$ cat config.mk
export PLATFORM = sky130hd
export DESIGN_NAME = board_switch_event_ctrl
export DESIGN_NICKNAME = d
export VERILOG_FILES = /design/src/rtl/board_switch_event_ctrl.sv
export SDC_FILE = /design/constraint.sdc
export NUM_CORES = 1
export LEC_CHECK = 0
export CAP_MARGIN = 20
export CORE_ASPECT_RATIO = 1.25
export CORE_MARGIN = 2
export CORE_UTILIZATION = 53
export DETAILED_ROUTE_END_ITERATION = 8
export GPL_TIMING_DRIVEN = 0
export PLACE_DENSITY = 0.75
export SETUP_SLACK_MARGIN = 0.5
export SYNTH_ARGS = -nofsm -noshare
export SYNTH_HDL_FRONTEND = slang
export SYNTH_SLANG_ARGS = --single-unit
$ cat constraint.sdc
create_clock -name clk -period 3.04 [get_ports clk]
set_clock_uncertainty 0.05 [all_clocks]
set_input_delay 0.608 -clock clk [delete_from_list [all_inputs] [get_ports clk]]
set_output_delay 0.608 -clock clk [all_outputs]
set_load 0.01 [all_outputs]
$ cat src/rtl/board_switch_event_ctrl.sv
// board_switch_event_ctrl: synchronizes and debounces board switches, queues each committed change as an event
module board_switch_event_ctrl #(
  parameter int DATA_WIDTH      = 16,
  parameter int SWITCH_WIDTH    = 10,
  parameter int DEBOUNCE_CYCLES = 65536,
  parameter int FIFO_DEPTH_BITS = 3
) (
  input  logic                    clk,
  input  logic                    reset,
  input  logic [SWITCH_WIDTH-1:0] ext_board_switch,
  output logic [DATA_WIDTH-1:0]   data,
  output logic [DATA_WIDTH-1:0]   event_data,
  output logic [SWITCH_WIDTH-1:0] event_changed,
  output logic                    event_valid,
  input  logic                    event_ready,
  input  logic                    irq_enable,
  output logic                    irq,
  output logic                    overflow,
  input  logic                    overflow_clear
);
  localparam int CW = DEBOUNCE_CYCLES > 1 ? $clog2(DEBOUNCE_CYCLES) : 1;
  localparam int DEPTH = 2 ** FIFO_DEPTH_BITS;
  typedef enum logic [1:0] {IDLE, COUNT, COMMIT} state_t;
  state_t state, state_n;
  logic [SWITCH_WIDTH-1:0] sync1, sync_q, stable, cand, cand_n;
  logic [CW-1:0] cnt, cnt_n;
  logic [SWITCH_WIDTH-1:0] mem_d [DEPTH];
  logic [SWITCH_WIDTH-1:0] mem_c [DEPTH];
  logic [SWITCH_WIDTH-1:0] last_d, last_c;
  logic [FIFO_DEPTH_BITS:0] wptr, rptr;
  logic [FIFO_DEPTH_BITS-1:0] widx, ridx;
  logic empty, full, pop, push, wr;
  assign widx = wptr[FIFO_DEPTH_BITS-1:0];
  assign ridx = rptr[FIFO_DEPTH_BITS-1:0];
  assign empty = wptr == rptr;
  assign full = (wptr ^ rptr) == (FIFO_DEPTH_BITS+1)'(DEPTH);
  assign pop = !empty && event_ready;
  assign push = state == COMMIT;
  assign wr = push && (!full || pop);
  assign data = DATA_WIDTH'(stable);
  assign event_valid = !empty;
  assign event_data = DATA_WIDTH'(empty ? last_d : mem_d[ridx]);
  assign event_changed = empty ? last_c : mem_c[ridx];
  // debounce FSM: restart on any new candidate, fall back to IDLE on bounce to the stable value
  always_comb begin
    state_n = state;
    cand_n = cand;
    cnt_n = cnt;
    case (state)
      IDLE:
        if (sync_q != stable) begin
          cand_n = sync_q;
          cnt_n = '0;
          state_n = COUNT;
        end
      COUNT:
        if (sync_q != cand) begin
          if (sync_q == stable) state_n = IDLE;
          else begin
            cand_n = sync_q;
            cnt_n = '0;
          end
        end else if (cnt == CW'(DEBOUNCE_CYCLES - 1)) state_n = COMMIT;
        else cnt_n = cnt + 1'b1;
      default: state_n = IDLE;
    endcase
  end
  // synchronizer, FSM state and stable-state registers
  always_ff @(posedge clk) begin
    if (!reset) begin
      sync1 <= '0;
      sync_q <= '0;
      stable <= '0;
      cand <= '0;
      cnt <= '0;
      state <= IDLE;
    end else begin
      sync1 <= ext_board_switch;
      sync_q <= sync1;
      state <= state_n;
      cand <= cand_n;
      cnt <= cnt_n;
      if (push) stable <= cand;
    end
  end
  // event storage; contents need no reset because empty pointers hide them
  always_ff @(posedge clk) begin
    if (wr) begin
      mem_d[widx] <= cand;
      mem_c[widx] <= cand ^ stable;
    end
  end
  // FIFO pointers, held head copy, registered irq and sticky overflow (set beats clear)
  always_ff @(posedge clk) begin
    if (!reset) begin
      wptr <= '0;
      rptr <= '0;
      last_d <= '0;
      last_c <= '0;
      irq <= 1'b0;
      overflow <= 1'b0;
    end else begin
      if (wr) wptr <= wptr + 1'b1;
      if (pop) begin
        rptr <= rptr + 1'b1;
        last_d <= mem_d[ridx];
        last_c <= mem_c[ridx];
      end
      irq <= !empty && irq_enable;
      overflow <= (push && full && !pop) || (overflow && !overflow_clear);
    end
  end
endmodule

==> key figures <==
GRT
  • Largest net degree at the start of global routing: 17
  • First-pass GRT wire length: 37520 µm
  • Grt total ovfl: 0
  • GRT Resource Usage Total: 0.2491
  • Vias in the first global route: 6590
  • Antenna violations before repair: 0

Floorplanning
  • Die W: 127.2 µm
  • Initial Utilization: 0.5371
  • Area of the core: 18710 µm²
  • Die height: 157.9 µm
  • Full die area: 20080 µm²
  • I/O pins: 60
  • Row count: 56

Critical path
  • Worst Path Required: 2.38 ns
  • Slowest-stage cell, CP: mux4_2
  • R2r endpoint: mem_d[5][1]$_DFFE_PP_
  • R2R Setup Slk: 0.50 ns
  • Worst EP arrival: 2.27 ns
  • CP Class: register to output pin
  • Crit path buffers/inverters: 4
  • Slowest stage delay, CP: 0.53 ns
  • Crit path max fanout: 6
  • Delay-heaviest family, CP: multiplexers
  • Critical path startpoint category: register
  • R2r startpoint: rptr[3]$_SDFFE_PN0P_
  • CP dominant cell by count: buf_12
  • Reg2reg path depth: 6
  • CP endpoint kind: output pin
  • CP cell instances: clkbuf_16 > buf_12 > buf_12 > mux4_2 > mux2i_4 > a21oi_2 > buf_2

Synth
  • Simple-gate share of the synthesized area: 0.08716
  • Post-synth top area share: 0.4781
  • Warnings, synthesis: 0
  • Most common flop cell mapped by yosys: edfxtp_1
  • Largest cells by area after synthesis: edfxtp_1 (48%), dfxtp_1 (18%), mux4_2 (9.0%)
  • Synth Instances: 710
  • Mux cell area share after synthesis: 0.1126
  • Seq cells post-synth: 251
  • Xor and xnor fraction of the mapped netlist area: 0.03399
  • FFs w/ async S/R, synth: 0
  • Largest family of logic cells by synthesized area: multiplexers
  • Synth Area in Compound Gates: 0.07546
  • Post-synth EDFFs: 160
  • Netlist cell types: 52
  • Avg Cell Area, Syn: 14.15 µm²
  • Synth area leader: edfxtp_1
  • Synth Cell Area: 10050 µm²
  • Sequential element share of the synthesized area: 0.6594
  • Synth Area in Adders: 0.003736

Drt
  • Vias per inst: 6.029
  • Final ANT Viol Nets: 0
  • Wire length per cell: 22.88 µm
  • Final WL: 25190 µm
  • Via count: 6638
  • DRT iter0 DRCs: 525
  • DRC: 0
  • Pre-antenna DRT Iters: 5

STA
  • Final setup fails: 0
  • Fin. max-slew vios: 0
  • Max frequency: 342.0 MHz
  • WHS: 0.3813 ns
  • Crit path time final: 2.924 ns
  • Setup TNS: 0 ns
  • Final period util: 0.9618
  • Slew headroom: 0.4611
  • Hold Fails Final Rpt: 0
  • Worst Max-Slew Pin Slew: 0.7978 ns
  • RSZ-0062 raised after global routing: true

Power
  • Peak VDD IR: 0.3626 mV
  • Pleak: 0.004433 µW
  • Power density over cell area: 540.2 nW/µm²

Worst hold path
  • Min-delay src: sync1[8]$_SDFF_PN0_
  • Worst hold endpoint: sync_q[8]$_SDFF_PN0_
  • Min-Delay Path Depth: 1
  • Hold Crit Class: register to register

Placed design
  • HPWL after DPL: 15500 µm
  • Placed inst area: 11080 µm²
  • Placed cells: 1009
  • PortBufs: 47
  • Placer Congestion: 0.9738

Status
  • Status: complete, no violations

Cells and area
  • Design area: 12810 µm²
  • Share of cells above drive strength 1: 0.2911
  • Layout area overhead: 27.47%
  • Non-filler cells, final: 1101
  • Nets: 870
  • Most common cell after layout, fill and taps aside: edfxtp_1
  • Most frequent cells in the layout: edfxtp_1 (160), dfxtp_1 (83), nor2_1 (63)
  • # diodes: 0

Flow run
  • Max Cap Viol: 0

Clocking
  • CTS root buffer: clkbuf_16
  • Clock buffer depth: 3
  • TritonCTS Buffers: 23
  • H-tree Lvls: 1
  • CTS tree: built
  • Clk_lat worst skew: 0.51 ns
  • Clk sinks: 251
  • Clk slew on worst S/H paths: 0.06 ns
-- metal layers --
| metal | global-route usage | vias up | part of all wire |
|---|---|---|---|
| met3 | 0.03413 | 58 | 0.070 |
| met2 | 0.4603 | 322 | 0.54 |
| met1 | 0.2927 | 3322 | 0.37 |
| li1 | - | 2936 | - |
| met4 | 0.1031 | 0 | 0.029 |
| met5 | 0 | - | 0 |
-- kinds of logic (layout without fill, tap and decap cells) --
family	after synthesis	after routing
DFF	251	251
and+or+nand+nor	187	187
AOI/OAI and AO/OA	111	111
muxes	63	63
buffers and inverters	55	203
xor gates and xnor gates	39	39
adders and majority gates	3	3
other	1	12
-- power by group --
group | switching [µW] | leakage [µW] | internal [µW]
clock | 1220 | 0.000397 | 1860
sequential | 32.3 | 0.00222 | 3620
combinational | 109 | 0.00182 | 71.6
-- area by class of cell --
cell class                      instances  area (µm²)
Inverter                                6       22.52
Clock inverter                          8       142.6
Tap cell                              232       290.3
Timing Repair Buffer                  106        1089
Clock buffer                           34       666.9
Sequential cell                       251        6646
Buffer                                 49       365.4
Fill cell                            1211        5899
Multi-Input combinational cell        415        3586
-- state kept, by name (all words and copies together) (netlist names), named ones only --
name and cells:
irq 1, sync1 10, stable 10, overflow 1, mem_d 80, cand 10, last_d 10, wptr 4
mem_c 80, sync_q 10, state 2, last_c 10, cnt 16, rptr 4
-- worst max-delay path by stage --
stage	cells after the start	slack [ns]	to
global placement	5	-1.01	mem_c[4][9]$_DFFE_PP_
detailed placement	6	-0.25	mem_d[2][5]$_DFFE_PP_
CTS	7	0.12	event_data[8]
finish	7	0.12	event_changed[0]
floorplan	5	0.40	mem_c[2][0]$_DFFE_PP_
global route	7	0.06	event_changed[0]
-- what timing repair did --
action,in CTS,in global routing
buffers inserted,34,13
hold buffers,0,0
endpoints found under the setup margin,159,98
gates cloned,2,1
resized for setup,183,22
pin swaps,24,11
-- cells in the mapped netlist (5+ instances only) --
library cell  number
buf_1              7
inv_1              5
nor2_1            68
a21oi_1           48
buf_4             12
and3_1             7
a211oi_1          22
and2_1            22
nor3_1             8
mux4_2            40
clkbuf_1          22
nand3_1           19
o21ai_0           14
buf_2              6
nand2_1           42
xor2_1            22
edfxtp_1         160
xnor2_1           17
dfxtp_1           91
mux2i_1           23
nand4_1            6
-- stage by stage --
| stage | worst slack [ns] | utilization | total power (µW) |
|---|---|---|---|
| final | 0.1162 | 0.6847 | 6919 |
| after global routing | 0.06008 | 0.6847 | 7075 |
| after CTS | 0.1201 | 0.6722 | 6907 |
| after detailed placement | -0.2462 | 0.5920 | 3907 |
| after global placement | -1.013 | 0.5812 | 3898 |
| after floorplan | 0.3964 | - | 3839 |
No activity file was read; power rests on OpenSTA's default activity.
